`config.mk`:
```
export PLATFORM = sky130hd
export DESIGN_NAME = gf_mul_seq
export DESIGN_NICKNAME = d
export VERILOG_FILES = /design/src/rtl/gf_mul_seq_pkg.sv /design/src/rtl/gf_mul_seq_xtime.sv /design/src/rtl/gf_mul_seq.sv
export SDC_FILE = /design/constraint.sdc
export NUM_CORES = 1
export LEC_CHECK = 0
export ABC_AREA = 1
export CORE_UTILIZATION = 54
export DETAILED_ROUTE_END_ITERATION = 16
export HOLD_SLACK_MARGIN = 0.06
export PLACE_DENSITY = 0.85
export REMOVE_ABC_BUFFERS = 1
export SETUP_SLACK_MARGIN = 0.15
export SKIP_CTS_REPAIR_TIMING = 1
export SLEW_MARGIN = 20
export SYNTH_ARGS = -nofsm -noshare
export SYNTH_HDL_FRONTEND = slang
export SYNTH_SLANG_ARGS = --single-unit
```
`constraint.sdc`:
```
create_clock -name clk -period 1.2 [get_ports clk]
set_input_delay 0.12 -clock clk [delete_from_list [all_inputs] [get_ports clk]]
set_output_delay 0.12 -clock clk [all_outputs]
set_load 0.005 [all_outputs]
```
`src/rtl/gf_mul_seq_pkg.sv`:
```
`default_nettype none
// ============================================================================
//  Module   : gf_pkg
//  Purpose  : Shared types and constants for the iterative GF(2^W) multiplier.
//             FSM state encoding, the AES reduction polynomial and the
//             MixColumns / InvMixColumns coefficients.
//  Revision : 1.0  initial release
// ============================================================================
package gf_pkg;

    // Controller states, with an explicit 2-bit encoding.
    typedef enum logic [1:0] {
        IDLE = 2'd0,
        RUN  = 2'd1,
        DONE = 2'd2
    } gf_state_e;

    // x^8 + x^4 + x^3 + x + 1, with the x^8 term dropped.
    localparam logic [7:0] c_AES_POLY8 = 8'h1B;

    // MixColumns (02, 03) and InvMixColumns (09, 0B, 0D, 0E) coefficients.
    localparam logic [7:0] c_MC_02 = 8'h02;
    localparam logic [7:0] c_MC_03 = 8'h03;
    localparam logic [7:0] c_MC_09 = 8'h09;
    localparam logic [7:0] c_MC_0B = 8'h0B;
    localparam logic [7:0] c_MC_0D = 8'h0D;
    localparam logic [7:0] c_MC_0E = 8'h0E;

endpackage : gf_pkg
`default_nettype wire

```
`src/rtl/gf_mul_seq_xtime.sv`:
```
`default_nettype none
// ============================================================================
//  Module   : gf_xtime
//  Purpose  : Combinational multiply-by-x in GF(2^W). Shifts left by one bit
//             and folds the bit that leaves the field back in through POLY.
//  Ports    : i_x  [W-1:0]  field element
//             o_y  [W-1:0]  x * i_x mod (x^W + POLY)
//  Revision : 1.0  initial release
// ============================================================================
module gf_xtime #(
    parameter int            W    = 8,
    parameter logic [W-1:0]  POLY = W'(8'h1B)
) (
    input  logic [W-1:0] i_x,
    output logic [W-1:0] o_y
);

    // The MSB shifted out is the x^W term; it is replaced by POLY.
    assign o_y = {i_x[W-2:0], 1'b0} ^ (i_x[W-1] ? POLY : '0);

endmodule : gf_xtime
`default_nettype wire

```
`src/rtl/gf_mul_seq.sv`:
```
`default_nettype none
// ============================================================================
//  Module   : gf_mul_seq
//  Purpose  : Iterative GF(2^W) multiplier, P = A*B mod (x^W + POLY).
//             The multiplier is consumed LSB-first, one bit per clock, and
//             the multiplicand is advanced by a single shared xtime step.
//             Valid/ready handshakes are used on the operand and result sides.
//  Ports    : clk        clock
//             rst_n      synchronous active-low reset
//             in_valid   operand pair valid
//             in_ready   block can accept operands
//             a, b [W]   multiplicand, multiplier
//             out_valid  product valid
//             out_ready  consumer accepts product
//             p    [W]   product
//  Options  : GF_MUL_EARLY_EXIT_EN - when defined, RUN ends as soon as the
//             remaining multiplier bits are all zero. Latency becomes
//             (index of highest set bit of b) + 2, or 1 for b == 0.
//             Results are the same as in the fixed-latency build.
//  Revision : 1.0  initial release
// ============================================================================
module gf_mul_seq
    import gf_pkg::*;
#(
    parameter int            W    = 8,
    parameter logic [W-1:0]  POLY = W'(c_AES_POLY8)
) (
    input  logic          clk,
    input  logic          rst_n,
    input  logic          in_valid,
    output logic          in_ready,
    input  logic [W-1:0]  a,
    input  logic [W-1:0]  b,
    output logic          out_valid,
    input  logic          out_ready,
    output logic [W-1:0]  p
);

    // The step counter must hold W-1. One extra value of headroom is kept
    // because the early-exit build can complete W steps before it exits.
    localparam int             CW     = $clog2(W + 1);
    localparam logic [CW-1:0]  c_LAST = CW'(W - 1);

    gf_state_e      r_state_q,     w_state_d;
    logic [W-1:0]   r_a_q,         w_a_d;
    logic [W-1:0]   r_b_q,         w_b_d;
    logic [W-1:0]   r_acc_q,       w_acc_d;
    logic [CW-1:0]  r_cnt_q,       w_cnt_d;
    logic [W-1:0]   r_p_q,         w_p_d;
    logic           r_in_ready_q,  w_in_ready_d;
    logic           r_out_valid_q, w_out_valid_d;

    logic [W-1:0]   w_a_xt;
    logic [W-1:0]   w_acc_step;

    gf_xtime #(
        .W    (W),
        .POLY (POLY)
    ) u_xtime (
        .i_x (r_a_q),
        .o_y (w_a_xt)
    );

    // Accumulator value after the current step: add a_reg when b_reg[0].
    assign w_acc_step = r_b_q[0] ? (r_acc_q ^ r_a_q) : r_acc_q;

    always_comb begin
        w_state_d     = r_state_q;
        w_a_d         = r_a_q;
        w_b_d         = r_b_q;
        w_acc_d       = r_acc_q;
        w_cnt_d       = r_cnt_q;
        w_p_d         = r_p_q;
        w_in_ready_d  = r_in_ready_q;
        w_out_valid_d = r_out_valid_q;

        case (r_state_q)
            IDLE: begin
                if (in_valid && r_in_ready_q) begin
                    w_a_d        = a;
                    w_b_d        = b;
                    w_acc_d      = '0;
                    w_cnt_d      = '0;
                    w_in_ready_d = 1'b0;
                    w_state_d    = RUN;
                end
            end

            RUN: begin
`ifdef GF_MUL_EARLY_EXIT_EN
                // No multiplier bits left: the accumulator is already final.
                // This test alone ends the run, since b_reg is empty after at
                // most W shifts.
                if (r_b_q == '0) begin
                    w_p_d         = r_acc_q;
                    w_out_valid_d = 1'b1;
                    w_state_d     = DONE;
                end else begin
                    w_acc_d = w_acc_step;
                    w_a_d   = w_a_xt;
                    w_b_d   = r_b_q >> 1;
                    w_cnt_d = r_cnt_q + 1'b1;
                end
`else
                w_acc_d = w_acc_step;
                w_a_d   = w_a_xt;
                w_b_d   = r_b_q >> 1;
                w_cnt_d = r_cnt_q + 1'b1;
                if (r_cnt_q == c_LAST) begin
                    w_p_d         = w_acc_step;
                    w_out_valid_d = 1'b1;
                    w_state_d     = DONE;
                end
`endif
            end

            DONE: begin
                // p stays put until the consumer takes it. The block returns
                // to IDLE first, so a new operand cannot be accepted in the
                // retirement cycle.
                if (out_ready) begin
                    w_out_valid_d = 1'b0;
                    w_in_ready_d  = 1'b1;
                    w_state_d     = IDLE;
                end
            end

            default: begin
                w_out_valid_d = 1'b0;
                w_in_ready_d  = 1'b1;
                w_state_d     = IDLE;
            end
        endcase
    end

    always_ff @(posedge clk) begin
        if (!rst_n) begin
            r_state_q     <= IDLE;
            r_a_q         <= '0;
            r_b_q         <= '0;
            r_acc_q       <= '0;
            r_cnt_q       <= '0;
            r_p_q         <= '0;
            r_in_ready_q  <= 1'b1;
            r_out_valid_q <= 1'b0;
        end else begin
            r_state_q     <= w_state_d;
            r_a_q         <= w_a_d;
            r_b_q         <= w_b_d;
            r_acc_q       <= w_acc_d;
            r_cnt_q       <= w_cnt_d;
            r_p_q         <= w_p_d;
            r_in_ready_q  <= w_in_ready_d;
            r_out_valid_q <= w_out_valid_d;
        end
    end

    assign in_ready  = r_in_ready_q;
    assign out_valid = r_out_valid_q;
    assign p         = r_p_q;

endmodule : gf_mul_seq
`default_nettype wire
```
==> flow_metrics.py, run 1 <==
metrics = {
    "worst_setup_path": {
        "worstPathArrival_ns": 1.64,
        "worstPathBufferInverterCount": 2,
        "cp_cell_sequence": "buf_6, nor2_4, buf_12, nand2_4, nand2_2, nor2_1, nor2_1",
        "crit_family": "simple AND/OR/NAND/NOR gates",
        "r2r_start": "r_state_q[1]",
        "crit_path_end_kind": "flop",
        "critPathMaxStageDelay_ns": 0.33,
        "cp_common_cell": "nor2_1",
        "ff2ff_path_depth": 7,
        "timing.rr.end": "r_a_q[2]",
        "cp_max_fo": 7,
        "cpMaxStageDelayCell": "dfxtp_2",
        "startpoint_type": "flop",
        "required_ns": 1.40,
        "crit_start": "r_state_q[1]",
        "rrSetupSlack_ns": -0.24,
        "crit_type": "reg -> reg",
    },
    "cts": {
        "cts_root_buffer": "clkbuf_8",
        "cts_buffer_depth": 2,
        "clk_latency_ns": 0.30,
        "cts_tree": "built",
        "cts_buffers": 5,
        "clk_pin_slew_ns": 0.08,
        "htree_levels": 2,
        "cts_sinks": 40,
    },
    "layout": {
        "num_antenna_cells": 0,
        "fin_nets": 367,
        "n_fill_cell": 218,
        "drive_gt1_frac": 0.308,
        "syn_to_final_growth_pct": 42.9,
    },
    "synth": {
        "synth_area_sq_um": 2070,
        "synth-edff-count": 0,
        "synth_cell_types": 23,
        "synth_commonest_cells": "nand2_1 (96), dfxtp_1 (40), nand3_1 (36), nor2_1 (31), inv_1 (26)",
        "synth_most_common_cell": "nand2_1",
        "synth-seq-cells": 40,
        "syn_avg_cell_area_sq_um": 6.91,
        "synth_warnings": 0,
        "async_flop_share": 0,
        "ys_seq_area_frac": 0.386,
        "syn-instance-count": 300,
        "synth_top_area_cell": "dfxtp_1",
        "netlist.area_leader.share": 0.386,
        "synthFlopType": "dfxtp_1",
        "synth_area_leaders": "dfxtp_1 (39%), nand2_1 (17%), nand3_1 (8.7%)",
    },
    "power_and_ir_drop": {
        "p_leak_nw": 1.43,
        "p_per_area_nw_per_um2": 1070,
        "vdd_drop_max_uv": 660,
    },
    "placement": {
        "io_buffers": 29,
        "place_congestion": 0.807,
        "hpwlAfterDp_um": 3180,
        "place_ws_ns": -0.118,
    },
    "timing": {
        "fin_crit_sh": 1.20,
        "skew_ns": 0.0112,
        "fmax_ghz": 0.694,
        "period_minus_slack_ns": 1.44,
        "hold_slack_ns": 0.459,
        "relSlewSlack": 0.767,
        "hold_viol": 0,
        "rsz0062_at_grt": "true",
        "worst_slew_pin_slew_ns": 0.349,
        "fin_ws_ns": -0.240,
        "drv_slew": 0,
        "finalSetupViolCount": 35,
    },
    "hold_path": {
        "hold_depth": 3,
        "hp-start": "b[7]",
        "min_to": "r_b_q[7]",
        "hold_path_class": "in -> reg",
    },
    "outcome": {
        "violations": "setup timing",
        "status": "finished with violations",
    },
    "route": {
        "wl_per_cell_um": 16.7,
        "drt_first_pass_iters": 5,
        "drc": 0,
        "finalWirelength_um": 6610,
        "ant_nets": 0,
        "via_per_inst": 5.82,
        "num_vias": 2297,
        "drt_iter0_markers": 248,
    },
    "floorplan": {
        "fp.dieH_um": 63.9,
        "start_util": 0.566,
        "die_x_um": 63.9,
        "io_pins": 30,
        "dieArea_sq_um": 4090,
        "rows": 22,
        "core_sq_um": 3660,
    },
    "global_routing": {
        "grt_pass1_vias": 1865,
        "grt_pass1_wl_um": 8140,
        "grt-ovfl-total": 0,
        "grt_usage": 0.254,
        "antenna_found_initial": 0,
        "grt_max_degree": 27,
    },
    "flow_run": {
        "cap_violations": 0,
    },
}
[cells in the final DEF (no fill, tap or decap)]
| master | n |
|---|---|
| nand2_1 | 78 |
| dfxtp_1 | 30 |
| nor2_1 | 28 |
| nand3_1 | 26 |
| inv_1 | 25 |
| clkdlybuf4s50_1 | 19 |
| nand3_2 | 16 |
| nand2_2 | 14 |
| buf_4 | 14 |
| a21oi_2 | 13 |
| o21ai_0 | 10 |
| dlymetal6s2s_1 | 10 |
| dfxtp_2 | 8 |
| nand2_4 | 7 |
| a21oi_1 | 6 |
| clkbuf_8 | 6 |
| nand3_4 | 5 |
| buf_12 | 5 |
| inv_2 | 4 |
| o21ai_1 | 4 |
| nor2_4 | 3 |
| clkbuf_16 | 3 |
| nor2_2 | 2 |
| clkbuf_1 | 2 |
| dfxtp_4 | 2 |
| nand2_8 | 1 |
| o21ai_2 | 1 |
| nand3b_1 | 1 |
| or2_2 | 1 |
| nand4_1 | 1 |
| ha_4 | 1 |
| buf_6 | 1 |
[state kept, by name (all words and copies together), names as in the netlist]
| name | count |
|---|---|
| in_ready | 1 |
| out_valid | 1 |
| p | 8 |
| r_a_q | 8 |
| r_acc_q | 8 |
| r_b_q | 8 |
| r_cnt_q | 4 |
| r_state_q | 2 |
[through the flow]
step                 util  std cells  cell area [sq um]  TNS, ns  power, mW
finish              0.809        395               2960    -2.13       3.17
global route        0.809        395               2960    -3.19       3.29
CTS                 0.706        386               2590   -0.921       2.93
detailed placement  0.682        378               2500    -1.56       2.03
global placement    0.682        378               2500   -0.995       2.01
floorplan               -        286               1970    -1.81       1.77
[worst reg2reg max path: stages, from the launching register on]
cell	delay [ns]
dfxtp_2	0.33
buf_6	0.12
nor2_4	0.28
buf_12	0.20
nand2_4	0.05
nand2_2	0.08
nor2_1	0.06
nor2_1	0.21
[worst max-delay path by stage]
stage,cells past startpoint,slack (ns),to
after floorplan,6,-0.12,r_a_q[0]
after global placement,6,-0.07,r_a_q[0]
after detailed placement,6,-0.12,r_a_q[5]
after CTS,1,-0.14,in_ready
after global routing,7,-0.23,r_a_q[2]
final,7,-0.24,r_a_q[2]
[cell families (layout without fill, tap and decap cells)]
family,after synthesis,count (layout),share of synthesized area
buf+inv,43,89,0.101
flops,40,40,0.386
simple gates,182,183,0.406
fa+ha+maj,1,1,0.00604
compound gates,34,34,0.100
[layout make-up]
type,count,area [sq um],area share
timing repair buffer,52,607,0.205
sequential,40,818,0.276
multi-input combinational,218,1280,0.431
clock buffer,8,90.1,0.0304
inverter,29,109,0.0368
tap,48,60.1,0.0203
[metal layers]
layer	vias up	GRT usage	wire length, um
met5	-	0	0
met4	0	0.0824	335
met3	40	0.0607	564
met2	162	0.439	3150
met1	1045	0.307	2570
li1	1050	-	-
[power breakdown]
group,switching [mW],internal (mW),leakage [nW]
clock,0.476,0.470,0.0455
sequential,0.0869,1.40,0.331
combinational,0.413,0.323,1.05
Note: power is estimated with default switching activity, not from simulation.
==> run 2, diff against run 1 <==
--- a/config.mk
+++ b/config.mk
@@ -6,10 +6,10 @@
 export NUM_CORES = 1
 export LEC_CHECK = 0
 export ABC_AREA = 1
-export CORE_UTILIZATION = 54
+export CORE_UTILIZATION = 55
 export DETAILED_ROUTE_END_ITERATION = 16
 export HOLD_SLACK_MARGIN = 0.06
-export PLACE_DENSITY = 0.85
+export PLACE_DENSITY = 0.87
 export REMOVE_ABC_BUFFERS = 1
 export SETUP_SLACK_MARGIN = 0.15
 export SKIP_CTS_REPAIR_TIMING = 1
==> constraint.sdc (replaced) <==
create_clock -name clk -period 1.7 [get_ports clk]
set_input_delay 0.17 -clock clk [delete_from_list [all_inputs] [get_ports clk]]
set_output_delay 0.17 -clock clk [all_outputs]
set_load 0.005 [all_outputs]
==> run 2 against run 1 <==
Global-route usage down 0.45 points. Worst hold slack improved by 0.0079 ns. Flip-flop and latch count unchanged. Highest routed layer unchanged. Sequential power down 30%. The flow now finishes without violations.
==> flow_metrics.py, run 2 (synthesis gave the netlist of run 1 again) <==
metrics = {
    "outcome": {
        "status": "completed",
    },
    "timing": {
        "period_minus_slack_ns": 1.41,
        "fin_crit_sh": 0.831,
        "drv_slew": 0,
        "worst_slew_pin_slew_ns": 0.569,
        "skew_ns": 0.00531,
        "fmax_ghz": 0.708,
        "relSlewSlack": 0.620,
        "hold_viol": 0,
        "rsz0062_at_grt": "false",
        "final.setup.tns_ns": 0,
        "finalSetupViolCount": 0,
    },
    "route": {
        "num_vias": 1960,
        "drt_iter0_markers": 148,
        "wl_per_cell_um": 11.9,
        "finalWirelength_um": 4490,
        "drt_first_pass_iters": 4,
        "ant_nets": 0,
        "drc": 0,
        "via_per_inst": 5.17,
    },
    "placement": {
        "io_buffers": 29,
        "place_congestion": 0.846,
        "placed_area_sq_um": 2360,
        "hpwlAfterDp_um": 3030,
    },
    "cts": {
        "htree_levels": 2,
        "cts_root_buffer": "clkbuf_8",
        "cts_sinks": 40,
        "cts_buffer_depth": 2,
        "clk_pin_slew_ns": 0.07,
        "cts_buffers": 5,
        "clk_latency_ns": 0.29,
        "cts_tree": "built",
    },
    "power_and_ir_drop": {
        "power_mw": 2.03,
        "vdd_drop_max_uv": 534,
        "p_leak_nw": 1.05,
        "p_per_area_nw_per_um2": 815,
    },
    "floorplan": {
        "die_x_um": 63.4,
        "start_util": 0.597,
        "core_sq_um": 3470,
        "io_pins": 30,
        "dieArea_sq_um": 4020,
        "fp.dieH_um": 63.4,
        "rows": 21,
    },
    "worst_setup_path": {
        "critPathMaxStageDelay_ns": 0.53,
        "cpMaxStageDelayCell": "clkdlybuf4s50_1",
        "cp_cell_sequence": "clkdlybuf4s50_1",
        "cp_max_fo": 4,
        "crit_path_end_kind": "output pin",
        "worstPathBufferInverterCount": 1,
        "required_ns": 1.53,
        "crit_type": "reg -> out",
        "worstPathArrival_ns": 1.24,
        "crit_family": "buffers and inverters",
        "startpoint_type": "flop",
    },
    "global_routing": {
        "met2_usage": 0.412,
        "grt_pass1_wl_um": 7800,
        "grt_usage": 0.249,
        "grt_busiest_layer": "met2",
        "grt_max_degree": 23,
        "met1_usage": 0.306,
        "grt_pass1_vias": 1785,
        "antenna_found_initial": 0,
        "grt-ovfl-total": 0,
        "grtUsageMet3": 0.0453,
    },
    "layout": {
        "mostFrequentLayoutCells": "nand2_1 (96), dfxtp_1 (40), nand3_1 (36), nor2_1 (31), clkdlybuf4s50_1 (29)",
        "num_antenna_cells": 0,
        "final_common_cell": "nand2_1",
        "n_fill_cell": 291,
        "drive_gt1_frac": 0.138,
        "stdcell_area_sq_um": 2490,
        "syn_to_final_growth_pct": 20.4,
        "fin_nets": 353,
    },
    "flow_run": {
        "cap_violations": 0,
    },
    "hold_path": {
        "hold_path_class": "reg -> reg",
    },
}
## run 2: area by class of cell
cell class	count	area, sq um	area share
Tap cell	46	57.6	0.0231
Multi-Input combinational cell	217	1070	0.429
Clock buffer	8	90.1	0.0361
Inverter	29	111	0.0446
Sequential cell	40	801	0.321
Timing Repair Buffer	39	365	0.146
## run 2: final timing paths
kind	from	end	slack (ns)	cells past startpoint
worst max-delay path	in_ready	in_ready	0.29	1
worst min-delay path	p[1]	p[1]	0.47	2
worst max register to register	r_state_q[0]	r_a_q[4]	0.30	7
worst min register to register	p[1]	p[1]	0.47	2
## run 2: report_power, final
part           internal (mW)  switching (mW)
sequential             0.988          0.0627
combinational          0.142           0.190
clock                  0.331           0.319
## run 2: metal layers
metal  vias up  wire length (um)
met2        51              2150
met3         9               228
met4         0                89
met5         -                 0
li1       1014                 -
met1       886              2030
## run 2: metrics by stage
step                      instances  hold WS, ns  worst slack, ns   util
after global placement          367        0.452            0.262  0.681
after CTS                       375        0.467            0.201  0.707
after detailed placement        367        0.456            0.209  0.681
final                           379        0.467            0.288  0.719
after floorplan                 286        0.254            0.383      -
after global routing            379        0.494            0.159  0.719
==> run 3, diff against run 2 <==
--- a/config.mk
+++ b/config.mk
@@ -6,10 +6,10 @@
 export NUM_CORES = 1
 export LEC_CHECK = 0
 export ABC_AREA = 1
-export CORE_UTILIZATION = 55
+export CORE_UTILIZATION = 48
 export DETAILED_ROUTE_END_ITERATION = 16
 export HOLD_SLACK_MARGIN = 0.06
-export PLACE_DENSITY = 0.87
+export PLACE_DENSITY = 0.81
 export REMOVE_ABC_BUFFERS = 1
 export SETUP_SLACK_MARGIN = 0.15
 export SKIP_CTS_REPAIR_TIMING = 1
==> constraint.sdc (replaced) <==
create_clock -name clk -period 1.2 [get_ports clk]
set_input_delay 0.12 -clock clk [delete_from_list [all_inputs] [get_ports clk]]
set_output_delay 0.12 -clock clk [all_outputs]
set_load 0.005 [all_outputs]
==> run 3 against run 2 <==
The flow now finishes with violations (setup timing). Flip-flop and latch count is the same. Register-to-register slack lost 0.41 ns. Sequential power grew 41%. Clock power grew 72%. Final area grew 17%. Critical endpoint is now r_a_q[4].
==> flow_metrics.py, run 3 (synthesis gave the netlist of run 1 again) <==
metrics = {
    "outcome": {
        "violations": "setup timing",
        "status": "finished with violations",
    },
    "power_and_ir_drop": {
        "p_per_area_nw_per_um2": 1110,
        "power_mw": 3.26,
        "p_leak_nw": 1.43,
        "vdd_drop_max_uv": 732,
    },
    "route": {
        "num_vias": 2107,
        "route.met3.wl_um": 304,
        "via_per_inst": 5.23,
        "wl_met1_um": 2330,
        "top_layer": "met4",
        "drt_first_pass_iters": 4,
        "finalWirelength_um": 5500,
        "drc": 0,
        "wl_per_cell_um": 13.7,
        "dr_wl_met2_um": 2710,
        "ant_nets": 0,
        "drt_iter0_markers": 187,
    },
    "worst_setup_path": {
        "crit_type": "reg -> reg",
        "required_ns": 1.46,
        "cpMaxStageDelayCell": "dfxtp_4",
        "startpoint_type": "flop",
        "cp_cell_sequence": "buf_6, nor2_4, buf_12, buf_8, nand3_1, nand3_1, nand2_1, inv_1",
        "critPathMaxStageDelay_ns": 0.36,
        "crit_family": "simple AND/OR/NAND/NOR gates",
        "worstPathBufferInverterCount": 4,
        "cp_max_fo": 5,
        "crit_path_end_kind": "flop",
        "cp_common_cell": "nand3_1",
        "worstPathArrival_ns": 1.56,
    },
    "cts": {
        "clk_latency_ns": 0.30,
        "cts_sinks": 40,
        "htree_levels": 2,
        "cts_buffer_depth": 2,
        "clk_pin_slew_ns": 0.08,
        "cts_buffers": 5,
        "cts_root_buffer": "clkbuf_8",
        "cts_tree": "built",
    },
    "timing": {
        "fmax_ghz": 0.764,
        "worst_slew_pin_slew_ns": 0.271,
        "relSlewSlack": 0.819,
        "drv_slew": 0,
        "hold_viol": 0,
        "skew_ns": 0.00796,
        "rsz0062_at_grt": "true",
        "fin_crit_sh": 1.09,
        "period_minus_slack_ns": 1.31,
        "hold_slack_ns": 0.448,
        "fin_ws_ns": -0.108,
        "finalSetupViolCount": 17,
    },
    "placement": {
        "place_ws_ns": -0.142,
        "hpwlAfterDp_um": 3150,
        "placed_area_sq_um": 2480,
        "place_congestion": 0.791,
        "io_buffers": 29,
    },
    "floorplan": {
        "dieArea_sq_um": 4580,
        "rows": 23,
        "start_util": 0.507,
        "fp.dieH_um": 67.7,
        "io_pins": 30,
        "die_x_um": 67.7,
        "core_sq_um": 4090,
    },
    "global_routing": {
        "grt_pass1_wl_um": 7470,
        "grt-ovfl-total": 0,
        "grt_max_degree": 23,
        "grt_usage": 0.219,
        "grt_pass1_vias": 1663,
        "antenna_found_initial": 0,
    },
    "flow_run": {
        "cap_violations": 0,
    },
    "layout": {
        "fin_nets": 373,
        "syn_to_final_growth_pct": 41.4,
        "final_common_cell": "nand2_1",
        "n_fill_cell": 289,
        "num_antenna_cells": 0,
        "fin_util": 0.717,
        "mostFrequentLayoutCells": "nand2_1 (82), nand3_1 (33), dfxtp_1 (29), nor2_1 (28), inv_1 (26)",
        "stdcell_area_sq_um": 2930,
        "drive_gt1_frac": 0.292,
    },
    "hold_path": {
        "hold_path_class": "in -> reg",
    },
}
run 3: cell types whose count changed in the layout (fill, tap and decap cells not counted), moves of 8 or more:
| cell | before | now |
|---|---|---|
| nand2_1 | 96 | 82 |
| dfxtp_1 | 40 | 29 |
| clkdlybuf4s50_1 | 29 | 19 |
| dlymetal6s2s_1 | 0 | 10 |
| nand2_2 | 2 | 11 |
| buf_4 | 10 | 18 |
| dfxtp_2 | 0 | 8 |
run 3: cell type report:
| class | count | area, sq um | area share |
|---|---|---|---|
| clock buffer | 6 | 72.6 | 0.0248 |
| clock inverter | 2 | 35.0 | 0.0120 |
| inverter | 29 | 116 | 0.0397 |
| multi-input combinational | 218 | 1210 | 0.414 |
| sequential | 40 | 822 | 0.281 |
| tap | 50 | 62.6 | 0.0214 |
| timing repair buffer | 58 | 608 | 0.208 |
run 3: final timing paths:
kind | startpoint | end | slack, ns | depth (start not counted)
worst max-delay path | r_state_q[1] | r_a_q[4] | -0.11 | 8
worst min register to register | p[5] | p[5] | 0.46 | 2
worst min-delay path | b[7] | r_b_q[7] | 0.45 | 3
worst max register to register | r_state_q[1] | r_a_q[4] | -0.11 | 8
run 3: stage by stage:
stage	setup TNS, ns	std cells
floorplan	-1.81	286
global placement	-2.06	382
detailed placement	-2.45	382
CTS	-1.44	390
global route	-1.66	403
finish	-0.547	403
run 3: power breakdown:
group	switching [mW]	internal, mW
Clock	0.500	0.618
Sequential	0.0823	1.40
Combinational	0.355	0.306
run 3: per-layer routing:
layer  vias up  global-route usage
met5         -                   0
met4         0              0.0798
met3        14              0.0557
met2        68               0.373
met1       970               0.262
li1       1055                   -
run 3: worst reg2reg max path: cells and delay by family (launching register included):
| kind | cells | cell delay (ns) |
|---|---|---|
| flip-flops | 1 | 0.36 |
| AND/OR/NAND/NOR | 4 | 0.47 |
| buffers and inverters | 4 | 0.42 |
